[src/rtl/dpad_conditioner_if.sv]
// D-PAD conditioner bus: raw analog/digital directions in, clean D-PAD and change strobe out.
// Bit order on every vector is {up, down, left, right}.
interface dpad_conditioner_if;
  logic [3:0] ana_dpad;
  logic [3:0] dig_dpad;
  logic [3:0] dpad;
  logic       dpad_changed;

  modport master (
    output ana_dpad,
    output dig_dpad,
    input  dpad,
    input  dpad_changed
  );

  modport slave (
    input  ana_dpad,
    input  dig_dpad,
    output dpad,
    output dpad_changed
  );
endinterface

[src/rtl/dpad_conditioner.sv]
// Debounces analog-derived D-PAD bits, merges the digital D-PAD and resolves SOCD conflicts.
// Define SOCD_LAST_WINS_EN for last-input-wins on left/right; otherwise left+right resolves to neutral.
module dpad_conditioner #(
  parameter logic [15:0] CLK_DIV  = 16'd48000,
  parameter logic [3:0]  DEBOUNCE = 4'd4
) (
  input logic             clk_sys,
  input logic             reset_n,
  dpad_conditioner_if.slave bus
);

  localparam logic [15:0] DIV_LAST = (CLK_DIV <= 16'd1) ? 16'd0 : (CLK_DIV - 16'd1);
  localparam logic [4:0]  DEB_TH   = (DEBOUNCE == 4'd0) ? 5'd1 : {1'b0, DEBOUNCE};

  logic [15:0] presc;
  logic        tick;
  logic [3:0]  deb;
  logic [3:0]  cnt [4];
  logic [3:0]  merged;
  logic [3:0]  resolved;

  assign tick = (presc == DIV_LAST);

  always_ff @(posedge clk_sys or negedge reset_n) begin
    if (!reset_n) begin
      presc <= '0;
    end else if (tick) begin
      presc <= '0;
    end else begin
      presc <= presc + 16'd1;
    end
  end

  // Equality is tested before the threshold, so an input that returns on the
  // threshold tick clears its count instead of toggling deb.
  always_ff @(posedge clk_sys or negedge reset_n) begin
    if (!reset_n) begin
      deb <= '0;
      for (int i = 0; i < 4; i++) begin
        cnt[i] <= '0;
      end
    end else if (tick) begin
      for (int i = 0; i < 4; i++) begin
        if (bus.ana_dpad[i] == deb[i]) begin
          cnt[i] <= '0;
        end else if (({1'b0, cnt[i]} + 5'd1) >= DEB_TH) begin
          deb[i] <= ~deb[i];
          cnt[i] <= '0;
        end else if (cnt[i] != 4'hF) begin
          cnt[i] <= cnt[i] + 4'd1;
        end
      end
    end
  end

  always_ff @(posedge clk_sys or negedge reset_n) begin
    if (!reset_n) begin
      merged <= '0;
    end else begin
      merged <= deb | bus.dig_dpad;
    end
  end

`ifdef SOCD_LAST_WINS_EN
  typedef enum logic [1:0] {
    LR_NONE  = 2'd0,
    LR_LEFT  = 2'd1,
    LR_RIGHT = 2'd2
  } lr_state_t;

  lr_state_t  lr_last;
  lr_state_t  lr_next;
  logic [3:0] merged_prev;
  logic       left_rise;
  logic       right_rise;

  assign left_rise  = merged[1] & ~merged_prev[1];
  assign right_rise = merged[0] & ~merged_prev[0];

  // The winner is taken from this cycle's edges so a newly pressed direction
  // takes effect with the same latency as any other input change.
  always_comb begin
    lr_next = lr_last;
    if (left_rise && right_rise) begin
      lr_next = LR_NONE;
    end else if (left_rise) begin
      lr_next = LR_LEFT;
    end else if (right_rise) begin
      lr_next = LR_RIGHT;
    end else if (!merged[1] && !merged[0]) begin
      lr_next = LR_NONE;
    end
  end

  always_ff @(posedge clk_sys or negedge reset_n) begin
    if (!reset_n) begin
      lr_last     <= LR_NONE;
      merged_prev <= '0;
    end else begin
      lr_last     <= lr_next;
      merged_prev <= merged;
    end
  end
`endif

  always_comb begin
    resolved = merged;
    if (merged[3] && merged[2]) begin
      resolved[3:2] = 2'b00;
    end
    if (merged[1] && merged[0]) begin
`ifdef SOCD_LAST_WINS_EN
      case (lr_next)
        LR_LEFT:  resolved[1:0] = 2'b10;
        LR_RIGHT: resolved[1:0] = 2'b01;
        default:  resolved[1:0] = 2'b00;
      endcase
`else
      resolved[1:0] = 2'b00;
`endif
    end
  end

  always_ff @(posedge clk_sys or negedge reset_n) begin
    if (!reset_n) begin
      bus.dpad         <= '0;
      bus.dpad_changed <= 1'b0;
    end else begin
      bus.dpad         <= resolved;
      bus.dpad_changed <= (resolved != bus.dpad);
    end
  end

endmodule

[src/flat_wrapper.sv]
// flat-port wrapper written by rule: the top's interface ports become plain ports
module dpad_conditioner_flat 
#(
  parameter logic [15:0] CLK_DIV  = 16'd48000,
  parameter logic [3:0]  DEBOUNCE = 4'd4
)
  (clk_sys, reset_n, bus_ana_dpad, bus_dig_dpad, bus_dpad, bus_dpad_changed);
  dpad_conditioner_if bus_i ();
  input logic clk_sys;
  input logic reset_n;
  input wire logic [$bits(bus_i.ana_dpad)-1:0] bus_ana_dpad;
  input wire logic [$bits(bus_i.dig_dpad)-1:0] bus_dig_dpad;
  output wire logic [$bits(bus_i.dpad)-1:0] bus_dpad;
  output wire logic [$bits(bus_i.dpad_changed)-1:0] bus_dpad_changed;
  assign bus_i.ana_dpad = bus_ana_dpad;
  assign bus_i.dig_dpad = bus_dig_dpad;
  assign bus_dpad = bus_i.dpad;
  assign bus_dpad_changed = bus_i.dpad_changed;
  dpad_conditioner #(.CLK_DIV(CLK_DIV), .DEBOUNCE(DEBOUNCE)) u_core (.clk_sys(clk_sys), .reset_n(reset_n), .bus(bus_i));
endmodule
[config.mk]
export PLATFORM = sky130hd
export DESIGN_NAME = dpad_conditioner_flat
export DESIGN_NICKNAME = d
export VERILOG_FILES = /design/src/rtl/dpad_conditioner_if.sv /design/src/rtl/dpad_conditioner.sv /design/src/flat_wrapper.sv
export SDC_FILE = /design/constraint.sdc
export NUM_CORES = 1
export LEC_CHECK = 0
export ABC_AREA = 0
export BUFFER_PORTS_ARGS = -buffer_cell sky130_fd_sc_hd__buf_4
export CORE_ASPECT_RATIO = 1.4
export CORE_MARGIN = 2
export CORE_UTILIZATION = 40
export CTS_CLUSTER_SIZE = 28
export DETAILED_ROUTE_END_ITERATION = 8
export SLEW_MARGIN = 20
export SYNTH_ARGS = -nofsm -noshare
export SYNTH_HDL_FRONTEND = slang
export SYNTH_SLANG_ARGS = --single-unit
[constraint.sdc]
create_clock -name clk_sys -period 1.9 [get_ports clk_sys]
set_clock_uncertainty 0.1 [all_clocks]
set_input_delay 0 -clock clk_sys [delete_from_list [all_inputs] [get_ports clk_sys]]
set_output_delay 0 -clock clk_sys [all_outputs]
set_load 0.05 [all_outputs]
==> results by stage <==
STA:
- The worst path setup slack after routing is between 0.15 and 0.2 ns.
- For the finished layout, the period the worst path requires is about 1.7 ns.
- The count of pins over their slew limit is 0.
- The maximum clock frequency is slightly below 600 MHz.
- At the pin with the least slew margin, the transition time is between 0.5 and 0.6 ns.
- The relative max-transition margin is a little over 60%.
- In the final timing run, aggregate negative setup slack is 0 ns.
- Dividing the final minimum period by the clock period gives between 90% and 100%.
- The final hold violation count is 0.
- Setup repair after global routing left no endpoint under its margin.
- The number of endpoints failing setup at the final stage is 0.

Critical path:
- The worst setup path is captured at a flop.
- The worst setup path is of the flop to flop kind.
- The setup slack of the most critical reg-to-reg path is around 0.16 ns.
- The worst register-to-register path ends at u_core.presc[13].
- The startpoint identified for the worst register-to-register timing path is u_core.presc[7].
- The required time of the critical path is between 1.5 and 2 ns.
- The worst setup path is launched from a flop.
- The depth of the worst register-to-register path is 3.
- Of all nets on the critical path, the largest fanout is 6.
- STA puts the critical path data arrival time at around 1.8 ns.

Global route:
- Entering global routing, the biggest net connects 46 pins.
- For this run, the total global-route usage over all layers was measured as between 10 and 15%.
- Summed over all layers, the global routing overflow is 0.
- The number of antenna violations at the first check in global routing is 0.
- The wire length of the first global-routing pass is 6.71 mm.
- The via count of the first global-routing pass is 1517.

Logic synthesis:
- Yosys printed 0 warnings.
- Sequential elements use a little over half of the synthesized area.
- The number of library cell types mapped by synthesis is 34.
- The synthesized design contains 45 register bits.
- The number of nets in the synthesized netlist is approximately 210.
- Synthesis produced a netlist whose cell count is 193.
- The cell area that synthesis handed to floorplanning was approximately 2100 um^2.
- The synthesized area per cell is around 11 um^2.

Detailed routing:
- The routed layout has roughly 1500 vias.
- For this block, the routed nets add up to around 3.6 mm of wire.
- The average routed wire per standard cell is about 12 um.
- Using the TritonRoute via totals, the vias-per-cell ratio works out to between 4 and 5.
- The first routing iteration left 39 violations.
- For this run, the detailed router's first-pass iteration total came to 4.
- The number of nets still failing antenna checks after routing is 0.
- After detailed routing, the number of remaining DRC violations is 0.

Place:
- Input and output buffers added on the ports amount to 14.
- Once placement completed, the tool counted placed cells totaling ~280.
- OpenSTA, run right after detailed placement, puts the worst setup slack at 0.0285 ns.
- Summed over all nets, the half-perimeter wirelength after detailed placement is about 2.6 mm.
- The routability congestion estimate from global placement is approximately 0.76.
- The placed cell area is between 2000 and 2500 um^2.

Die:
- The initial utilization of the core area, before any placement, comes to roughly 41%.
- The number of cell rows is 31.
- The area enclosed by the die boundary is between 5000 and 6000 um^2.
- The die is approximately 66 um wide.
- The floorplan step set the die height to approximately 90 um.
- For this design the top-level I/O count stands at 15.
- After floorplanning, the core was sized to cover roughly 5200 um^2.

Clock network:
- The clock tree from TritonCTS is built.
- The buffer type at the clock tree root is clkbuf_8.
- The longest clock path from root to sink contains 2 buffers.
- The number of clock buffers added by TritonCTS is 5.
- Clock-pin slew was measured on the worst setup and hold paths at 0.08 ns.
- The clock insertion delay at the later pin of the skew report is roughly 0.29 ns.
- Counting every sink on the clock net gives 45.
- CTS built an H-tree with a depth of 2.

Layout:
- The post-route cell area is between 2000 and 3000 um^2.
- The finished layout holds roughly 300 standard cells, fillers aside.
- The repair_antennas step left the layout with diodes totalling 0.
- The number of nets in the layout is 248.
- Of the cells placed in the final design, the portion with a size suffix greater than 1 is 21.0%.
- The area growth from synthesis to final layout is 20.9%.
- At the end of the flow the core is filled with cells to 49.7%.

Power and ir drop:
- Power spread over the standard cell area amounts to between 600 and 700 nW/um^2.
- The leakage power is 1.23 nW.
- The largest voltage drop on the vdd net is 431 uV.

Status:
- The run finished with clean final reports.

Hold path:
- The worst hold path belongs to the class input pin to asynchronous set/reset pin.

Flow run:
- The max-cap violation count is 0.
==> power breakdown <==
group          internal [W]  switching, W  total [W]
sequential         0.000967    0.00000853   0.000975
combinational     0.0000435     0.0000557  0.0000992
clock              0.000382      0.000303   0.000685
==> placed cells by master, fill, tap and decap left out, types with 2 or more instances in the layout <==
cell	count
nor3_1	3
a21o_1	4
dfrtp_1	45
clkbuf_8	5
xnor2_1	7
a21oi_1	6
mux2_2	4
and2_1	6
nand3_1	9
xor2_1	11
nor2b_1	4
a21boi_0	4
ha_1	9
nand4_2	2
nand2_1	12
o31ai_1	9
and3b_1	2
nor2_1	20
or2_2	4
nand4_1	5
and4b_2	2
inv_1	10
dlygate4sd3_1	9
buf_4	23
==> final cells by class <==
cell class                      instances  area [um^2]
Clock inverter                          2         35.0
Sequential cell                        45         1130
Clock buffer                            5         68.8
Timing Repair Buffer                   32          263
Tap cell                               66         82.6
Fill cell                             506         2590
Inverter                               10         37.5
Multi-Input combinational cell        135          951
==> cell usage after synthesis (all sizes together) <==
| cell | n | share of area (%) |
|---|---|---|
| a21boi | 4 | 1.4 |
| a21o | 4 | 1.4 |
| a21oi | 6 | 1.4 |
| a311o | 1 | 0.47 |
| and2 | 6 | 1.8 |
| and2b | 1 | 0.35 |
| and3 | 1 | 0.35 |
| and3b | 2 | 0.83 |
| and4 | 1 | 0.47 |
| and4b | 2 | 1.1 |
| and4bb | 1 | 0.59 |
| buf | 1 | 0.24 |
| clkbuf | 2 | 0.35 |
| dfrtp | 45 | 53 |
| ha | 9 | 5.3 |
| inv | 10 | 1.8 |
| mux2 | 4 | 2.1 |
| nand2 | 12 | 2.1 |
| nand3 | 9 | 2.1 |
| nand4 | 7 | 2.7 |
| nor2 | 20 | 3.5 |
| nor2b | 4 | 1.2 |
| nor3 | 3 | 0.71 |
| nor3b | 1 | 0.59 |
| nor4 | 2 | 0.59 |
| nor4bb | 1 | 0.47 |
| o211ai | 1 | 0.35 |
| o22ai | 1 | 0.30 |
| o31ai | 9 | 3.2 |
| or2 | 4 | 1.2 |
| or4 | 1 | 0.53 |
| xnor2 | 7 | 2.9 |
| xor2 | 11 | 4.5 |
==> worst max path at each step <==
stage | from | endpoint
after floorplan | u_core.presc[0] | u_core.deb[0]
after detailed placement | u_core.presc[0] | u_core.presc[14]
final | u_core.presc[7] | u_core.presc[13]
after global placement | u_core.presc[0] | u_core.presc[14]
after CTS | u_core.presc[0] | u_core.presc[14]
after global routing | u_core.presc[0] | u_core.presc[14]
==> flip-flops by register name, summed over array words and instances, names as in the netlist <==
signal,count
u_core.cnt,16
u_core.presc,16
u_core.bus.dpad,4
u_core.deb,4
u_core.merged,4
u_core.bus.dpad_changed,1
==> repair_timing <==
action | in CTS | in global routing
gates resized for setup | 0 | 1
hold buffers | 9 | 0
setup buffers | 0 | 1
hold endpoints to repair | 61 | 0
setup endpoints to repair | 0 | 5
==> metrics by stage <==
stage / power [W] / hold WS [ns]
after floorplan: 0.00103 / -0.396
after global placement: 0.00108 / -0.0643
after detailed placement: 0.00108 / -0.0628
after CTS: 0.00180 / 0.151
after global routing: 0.00184 / 0.195
final: 0.00176 / 0.134
==> cells by family (layout without fill, tap and decap cells) <==
logic type	after synthesis	after routing	share of synthesized area (%)
flip-flops	45	45	53.1
adder cells (fa/ha/maj)	9	9	5.31
buffers and inverters	13	49	2.36
AO/OA/AOI/OAI	26	26	8.55
AND/OR/NAND/NOR	78	78	21.1
multiplexers	4	4	2.12
XOR/XNOR	18	18	7.43
==> per-layer routing <==
layer | GRT usage [%] | routed length [um] | vias up
met4 | 5.90 | 92 | 0
met5 | 0 | 0 | -
met3 | 3.38 | 95 | 8
met2 | 25.2 | 1870 | 17
li1 | - | - | 729
met1 | 16.8 | 1580 | 706
==> critical path, stage by stage, from the launching register on <==
cell     delay (ns)
dfrtp_1        0.45
nand4_2        0.17
or4_4          0.58
a311o_1        0.33
Note: power is estimated with default switching activity, not from simulation.
